$ cat src/rtl/keypad_pkg.sv
// Shared definitions for the keypad PIN controller: key codes, FSM states, digit helper.
package keypad_pkg;

  localparam logic [3:0] KEY_A    = 4'd10;
  localparam logic [3:0] KEY_B    = 4'd11;
  localparam logic [3:0] KEY_C    = 4'd12;
  localparam logic [3:0] KEY_D    = 4'd13;
  localparam logic [3:0] KEY_HASH = 4'd14;
  localparam logic [3:0] KEY_STAR = 4'd15;

  typedef enum logic [2:0] {
    ST_IDLE,
    ST_ENTRY,
    ST_CHECK,
    ST_UNLOCKED,
    ST_LOCKOUT
  } state_t;

  function automatic logic is_digit(input logic [3:0] code);
    return code <= 4'd9;
  endfunction

endpackage

$ cat src/rtl/keypad_key_event.sv
// Press/release detector: turns repeated scanner reports into one press event per key press.
module keypad_key_event #(
  parameter int RELEASE_CYC = 160
) (
  input  logic       clk,
  input  logic       rst_n,
  input  logic       flush,
  input  logic       key_valid,
  input  logic [3:0] key_code,
  output logic       key_evt,
  output logic [3:0] key_evt_code
);
  localparam int RW = $clog2(RELEASE_CYC + 1);

  logic          held;
  logic [3:0]    held_code;
  logic [RW-1:0] rel_cnt;
  logic          press;

  assign press = key_valid && (!held || key_code != held_code);

  always_ff @(posedge clk or negedge rst_n) begin
    if (!rst_n) begin
      held         <= 1'b0;
      held_code    <= '0;
      rel_cnt      <= '0;
      key_evt      <= 1'b0;
      key_evt_code <= '0;
    end else if (flush) begin
      held    <= 1'b0;
      rel_cnt <= '0;
      key_evt <= 1'b0;
    end else begin
      key_evt <= press;
      if (press) key_evt_code <= key_code;
      // Any report, new or repeated, keeps the key held and restarts the release timer.
      if (key_valid) begin
        held      <= 1'b1;
        held_code <= key_code;
        rel_cnt   <= '0;
      end else if (held) begin
        if (rel_cnt == RW'(RELEASE_CYC - 1)) begin
          held    <= 1'b0;
          rel_cnt <= '0;
        end else begin
          rel_cnt <= rel_cnt + 1'b1;
        end
      end
    end
  end

endmodule

$ cat src/rtl/keypad_pin_ctrl.sv
// PIN entry controller with timed unlock and consecutive-failure tracking.
// Define KEYPAD_PIN_LOCKOUT_EN to add a LOCKOUT state after MAX_FAIL consecutive failures.
module keypad_pin_ctrl
  import keypad_pkg::*;
#(
  parameter int PIN_LEN      = 4,
  parameter int RELEASE_CYC  = 160,
  parameter int ENTRY_TO_CYC = 65535,
  parameter int UNLOCK_CYC   = 65535,
  parameter int MAX_FAIL     = 3,
  parameter int LOCKOUT_CYC  = 65535
) (
  input  logic                            clk,
  input  logic                            rst_n,
  input  logic                            key_valid,
  input  logic [3:0]                      key_code,
  input  logic [4*PIN_LEN-1:0]            pin_cfg,
  output logic                            scan_en,
  output logic                            key_evt,
  output logic [3:0]                      key_evt_code,
  output logic [3:0]                      entry_cnt,
  output logic                            unlocked,
  output logic                            locked_out,
  output logic                            fail_pulse,
  output logic [$clog2(MAX_FAIL+1)-1:0]   fail_cnt
);
  localparam int EW   = 4 * PIN_LEN;
  localparam int FW   = $clog2(MAX_FAIL + 1);
  localparam int TM1  = (ENTRY_TO_CYC > UNLOCK_CYC) ? ENTRY_TO_CYC : UNLOCK_CYC;
  localparam int TMAX = (TM1 > LOCKOUT_CYC) ? TM1 : LOCKOUT_CYC;
  localparam int TW   = (TMAX > 1) ? $clog2(TMAX) : 1;

  state_t        state, next_state;
  logic [TW-1:0] tmr;
  logic [EW-1:0] entry;
  logic          ovf, flush, match, lock_trip, dig_evt;
  logic          tmr_clr, unlocked_d, fail_d;
  logic [FW-1:0] fail_inc;

  keypad_key_event #(.RELEASE_CYC(RELEASE_CYC)) u_key_event (
    .clk          (clk),
    .rst_n        (rst_n),
    .flush        (flush),
    .key_valid    (key_valid),
    .key_code     (key_code),
    .key_evt      (key_evt),
    .key_evt_code (key_evt_code)
  );

  assign dig_evt  = key_evt && is_digit(key_evt_code);
  assign match    = (entry_cnt == 4'(PIN_LEN)) && !ovf && (entry == pin_cfg);
  assign fail_inc = (fail_cnt == FW'(MAX_FAIL)) ? fail_cnt : fail_cnt + 1'b1;

`ifdef KEYPAD_PIN_LOCKOUT_EN
  logic locked_d;
  assign lock_trip = (fail_inc == FW'(MAX_FAIL));
  assign flush     = (state == ST_LOCKOUT);
`else
  assign lock_trip  = 1'b0;
  assign flush      = 1'b0;
  assign locked_out = 1'b0;
  assign scan_en    = 1'b1;
`endif

  always_comb begin
    next_state = state;
    case (state)
      ST_IDLE:     if (dig_evt) next_state = ST_ENTRY;
      ST_ENTRY: begin
        if (key_evt && key_evt_code == KEY_STAR)      next_state = ST_IDLE;
        else if (key_evt && key_evt_code == KEY_HASH) next_state = ST_CHECK;
        else if (!key_evt && tmr == TW'(ENTRY_TO_CYC - 1)) next_state = ST_IDLE;
      end
      ST_CHECK: begin
        if (match)          next_state = ST_UNLOCKED;
        else if (lock_trip) next_state = ST_LOCKOUT;
        else                next_state = ST_IDLE;
      end
      ST_UNLOCKED: begin
        if (key_evt && key_evt_code == KEY_A)    next_state = ST_IDLE;
        else if (tmr == TW'(UNLOCK_CYC - 1))     next_state = ST_IDLE;
      end
`ifdef KEYPAD_PIN_LOCKOUT_EN
      ST_LOCKOUT:  if (tmr == TW'(LOCKOUT_CYC - 1)) next_state = ST_IDLE;
`endif
      default:     next_state = ST_IDLE;
    endcase
  end

  // Registered outputs are computed from next_state so they line up with the state register.
  always_comb begin
    unlocked_d = (next_state == ST_UNLOCKED);
    fail_d     = (state == ST_CHECK) && !match;
    tmr_clr    = (next_state != state) || (state == ST_ENTRY && key_evt);
`ifdef KEYPAD_PIN_LOCKOUT_EN
    locked_d   = (next_state == ST_LOCKOUT);
`endif
  end

  always_ff @(posedge clk or negedge rst_n) begin
    if (!rst_n) begin
      state      <= ST_IDLE;
      tmr        <= '0;
      unlocked   <= 1'b0;
      fail_pulse <= 1'b0;
    end else begin
      state      <= next_state;
      tmr        <= tmr_clr ? '0 : tmr + 1'b1;
      unlocked   <= unlocked_d;
      fail_pulse <= fail_d;
    end
  end

`ifdef KEYPAD_PIN_LOCKOUT_EN
  always_ff @(posedge clk or negedge rst_n) begin
    if (!rst_n) begin
      locked_out <= 1'b0;
      scan_en    <= 1'b1;
    end else begin
      locked_out <= locked_d;
      scan_en    <= !locked_d;
    end
  end
`endif

  always_ff @(posedge clk or negedge rst_n) begin
    if (!rst_n) begin
      entry     <= '0;
      entry_cnt <= '0;
      ovf       <= 1'b0;
      fail_cnt  <= '0;
    end else begin
      case (state)
        ST_IDLE: if (dig_evt) begin
          entry     <= EW'(key_evt_code);
          entry_cnt <= 4'd1;
          ovf       <= 1'b0;
        end
        ST_ENTRY: begin
          if (dig_evt) begin
            entry <= (entry << 4) | EW'(key_evt_code);
            if (entry_cnt != 4'hF) entry_cnt <= entry_cnt + 4'd1;
            if (entry_cnt >= 4'(PIN_LEN)) ovf <= 1'b1;
          end else if (next_state == ST_IDLE) begin
            entry     <= '0;
            entry_cnt <= '0;
            ovf       <= 1'b0;
          end
        end
        ST_CHECK: begin
          entry     <= '0;
          entry_cnt <= '0;
          ovf       <= 1'b0;
          fail_cnt  <= match ? '0 : fail_inc;
        end
        ST_LOCKOUT: if (next_state == ST_IDLE) fail_cnt <= '0;
        default: ;
      endcase
    end
  end

endmodule
$ cat config.mk
export PLATFORM = sky130hd
export DESIGN_NAME = keypad_pin_ctrl
export DESIGN_NICKNAME = d
export VERILOG_FILES = /design/src/rtl/keypad_pkg.sv /design/src/rtl/keypad_key_event.sv /design/src/rtl/keypad_pin_ctrl.sv
export SDC_FILE = /design/constraint.sdc
export NUM_CORES = 1
export LEC_CHECK = 0
export CAP_MARGIN = 10
export CORE_MARGIN = 3
export CORE_UTILIZATION = 45
export CTS_CLUSTER_DIAMETER = 120
export DETAILED_ROUTE_END_ITERATION = 16
export PLACE_DENSITY = 0.75
export SLEW_MARGIN = 20
export SYNTH_ARGS = -nofsm -noshare
export SYNTH_HDL_FRONTEND = slang
export SYNTH_SLANG_ARGS = --single-unit
$ cat constraint.sdc
create_clock -name clk -period 3.95 [get_ports clk]
set_input_delay 0.79 -clock clk [delete_from_list [all_inputs] [get_ports clk]]
set_output_delay 0.79 -clock clk [all_outputs]
set_load 0.05 [all_outputs]
==> flow_metrics.env <==
export IMPL_clock_path_buffers=2
export IMPL_grt_max_degree=40
export IMPL_p_total_uw=1680
export IMPL_drt_iter0_drc=162
export IMPL_tightest_slew_ns=0.886
export IMPL_cp_slowest_cell="clkdlybuf4s50_1"
export IMPL_grtUsageTotal_pct=17.6
export IMPL_status="finished, final reports clean"
export IMPL_ios=38
export IMPL_final_cell_mix="dfrtp_1 (62), clkdlybuf4s50_1 (34), xor2_1 (31)"
export IMPL_holdPathStages=1
export IMPL_slew_headroom_pct=40.9
export IMPL_yosysWarningCount=0
export IMPL_clk_latency_ns=0.34
export IMPL_hold_viol=0
export IMPL_clk_pin_slew_ns=0.07
export IMPL_ys_types=49
export IMPL_ff2ff_path_depth=7
export IMPL_start_util_pct=48.2
export IMPL_avgRoutedWirePerCell_microns=15.2
export IMPL_cts_resized=0
export IMPL_pwr_density_cell_nw_per_um2=449
export IMPL_tritoncts="yes"
export IMPL_dieArea_sq_um=8080
export IMPL_setup_viol=0
export IMPL_grt_antenna_before_repair=0
export IMPL_crit_buf_inv=1
export IMPL_io_buffers=35
export IMPL_arrival_ns=1.79
export IMPL_crit_type="flop to output pin"
export IMPL_cts_sinks=62
export IMPL_layout_commonest_cell="dfrtp_1"
export IMPL_postCtsSetupRepairBufs=0
export IMPL_p_seq_share_pct=47.5
export IMPL_overflow=0
export IMPL_synth_ff_type="dfrtp_1"
export IMPL_path_depth=1
export IMPL_maxCapViolCount=0
export IMPL_critical_path_max_stage_delay_ns=0.88
export IMPL_synthToLayoutAreaGrowth_pct=18.4
export IMPL_p_leak_uw=0.00164
export IMPL_start_kind="flop"
export IMPL_first_pass_iters=6
export IMPL_synthArstFlopShare_pct=100
export IMPL_p_int_uw=1160
export IMPL_cts_htree_levels=3
export IMPL_synth_avg_cell_area_sq_um=10.5
export IMPL_finalCritPeriodShare_pct=65.2
export IMPL_hp_class="flop to flop"
export IMPL_fmax_ghz=0.388
export IMPL_rows=29
export IMPL_synth_edf_count=0
export IMPL_detail_route_antenna_nets=0
export IMPL_yosysSeqAreaShare_pct=49.0
export IMPL_crit_chain="clkdlybuf4s50_1"
export IMPL_holdBufCountCts=0
export IMPL_vias=2379
export IMPL_ir_drop_uv=220
export IMPL_fin_crit_ns=2.58
export IMPL_die_w_microns=89.9
export IMPL_power_frac_clock_pct=33.8
export IMPL_synth_seq_cells=62
export IMPL_setup_tns_ns=0
export IMPL_worstSetupEndpointType="output pin"
export IMPL_share_comb_of_total_power_pct=18.7
export IMPL_die_h_microns=89.9
export IMPL_drc=0
export IMPL_root_buffer="clkbuf_8"
export IMPL_viasPerCell=5.55
export IMPL_grt_pass1_vias=2465
export IMPL_critPathMaxFanout=11
export IMPL_n_antenna_cell=0
export IMPL_netSwitchingFraction_pct=31.0
export IMPL_coreArea_sq_um=6570
export IMPL_cts_buffers=9
export IMPL_grt_pass1_wl_microns=11600
export IMPL_grt_setup_unrepaired="false"
export IMPL_totalWireLength_microns=6500
export IMPL_dp_hpwl_microns=4540
export IMPL_fin_skew_ns=0.0117
export IMPL_nNetsFinal=360
export IMPL_finalWeightedCongestion=0.861
export IMPL_power_switching_uw=521
export IMPL_syn_area_sq_um=3170
export IMPL_netlist_instances=301
export IMPL_drv_slew=0
export IMPL_drive_above_1_share_pct=8.93
export IMPL_required_ns=3.16
export IMPL_crit_family="buffers and inverters"
[synth_stat cells (5+ instances only)]
library cell | instances | area share, %
xnor2_1 | 6 | 1.7
a21oi_1 | 6 | 0.95
nand3_1 | 18 | 2.8
nand2_1 | 19 | 2.3
buf_4 | 6 | 1.4
buf_2 | 6 | 0.95
nor3_1 | 19 | 3.0
mux2_2 | 8 | 2.8
a22o_1 | 18 | 5.0
nand4_1 | 5 | 0.99
xor2_1 | 31 | 8.6
inv_1 | 9 | 1.1
o21ai_0 | 10 | 1.6
ha_1 | 6 | 2.4
clkbuf_1 | 5 | 0.59
nor2_1 | 15 | 1.8
dfrtp_1 | 62 | 49
[per-stage QoR]
stage	instances	area [sq um]	setup slack [ns]	util, %	hold WS, ns
floorplan	302	3170	1.90	-	0.452
global placement	413	3540	1.42	53.9	0.466
detailed placement	413	3540	1.34	53.9	0.470
CTS	429	3750	1.37	57.1	0.487
global route	429	3750	1.30	57.1	0.535
finish	429	3750	1.37	57.1	0.483
[area by class of cell]
| class | count | area (sq um) |
|---|---|---|
| multi-input combinational | 213 | 1490 |
| timing repair buffer | 36 | 353 |
| inverter | 9 | 33.8 |
| fill | 580 | 2820 |
| clock inverter | 6 | 68.8 |
| clock buffer | 10 | 138 |
| sequential | 62 | 1550 |
| tap | 93 | 116 |
[worst reg2reg max path: stages, from the launching register on]
cell     delay [ns]
dfrtp_1        0.44
inv_1          0.08
ha_1           0.17
and4b_1        0.20
nand4_2        0.15
a211o_1        0.56
a31o_1         0.33
a22o_1         0.23
[power by group through the flow]
stage / Sequential (uW) / Clock, uW / Combinational (uW)
floorplan: 831 / 0 / 180
global route: 813 / 609 / 347
detailed placement: 810 / 0 / 317
global placement: 806 / 0 / 308
finish: 800 / 569 / 316
CTS: 798 / 580 / 319
[worst paths after layout]
check / startpoint / endpoint / slack (ns)
max in group asynchronous: rst_n / state[1]$_DFF_PN0_ / 2.55
worst max register to register: tmr[0]$_DFF_PN0_ / entry_cnt[3]$_DFFE_PN0P_ / 1.69
worst min-delay path: ovf$_DFFE_PN0P_ / ovf$_DFFE_PN0P_ / 0.48
worst max-delay path: u_key_event.key_evt$_DFF_PN0_ / key_evt / 1.37
worst min register to register: ovf$_DFFE_PN0P_ / ovf$_DFFE_PN0P_ / 0.48
min in group asynchronous: rst_n / tmr[5]$_DFF_PN0_ / 0.57
[registers in the layout, indices dropped and copies added (netlist names)]
| register | cells |
|---|---|
| entry | 16 |
| entry_cnt | 4 |
| fail_cnt | 2 |
| fail_pulse | 1 |
| ovf | 1 |
| state | 3 |
| tmr | 16 |
| u_key_event.held | 1 |
| u_key_event.held_code | 4 |
| u_key_event.key_evt | 1 |
| u_key_event.key_evt_code | 4 |
| u_key_event.rel_cnt | 8 |
| unlocked | 1 |
[logic make-up (layout without fill, tap and decap cells)]
| group | Yosys count | in the layout | share of synthesized area [%] |
|---|---|---|---|
| simple gates | 100 | 100 | 16.8 |
| fa+ha+maj | 6 | 6 | 2.37 |
| xor+xnor | 37 | 37 | 10.2 |
| compound gates | 58 | 58 | 14.1 |
| buf+inv | 27 | 61 | 4.15 |
| mux | 9 | 9 | 3.16 |
| other cells | 2 | 3 | 0.237 |
| flops | 62 | 62 | 49.0 |
[per-layer routing]
layer / up-vias / GRT usage, % / part of all wire (%)
met5: - / 0 / 0
li1: 1142 / - / -
met3: 10 / 4.51 / 4.8
met2: 50 / 26.6 / 47
met4: 0 / 8.80 / 2.1
met1: 1177 / 23.5 / 47
Note: power is estimated with default switching activity, not from simulation.
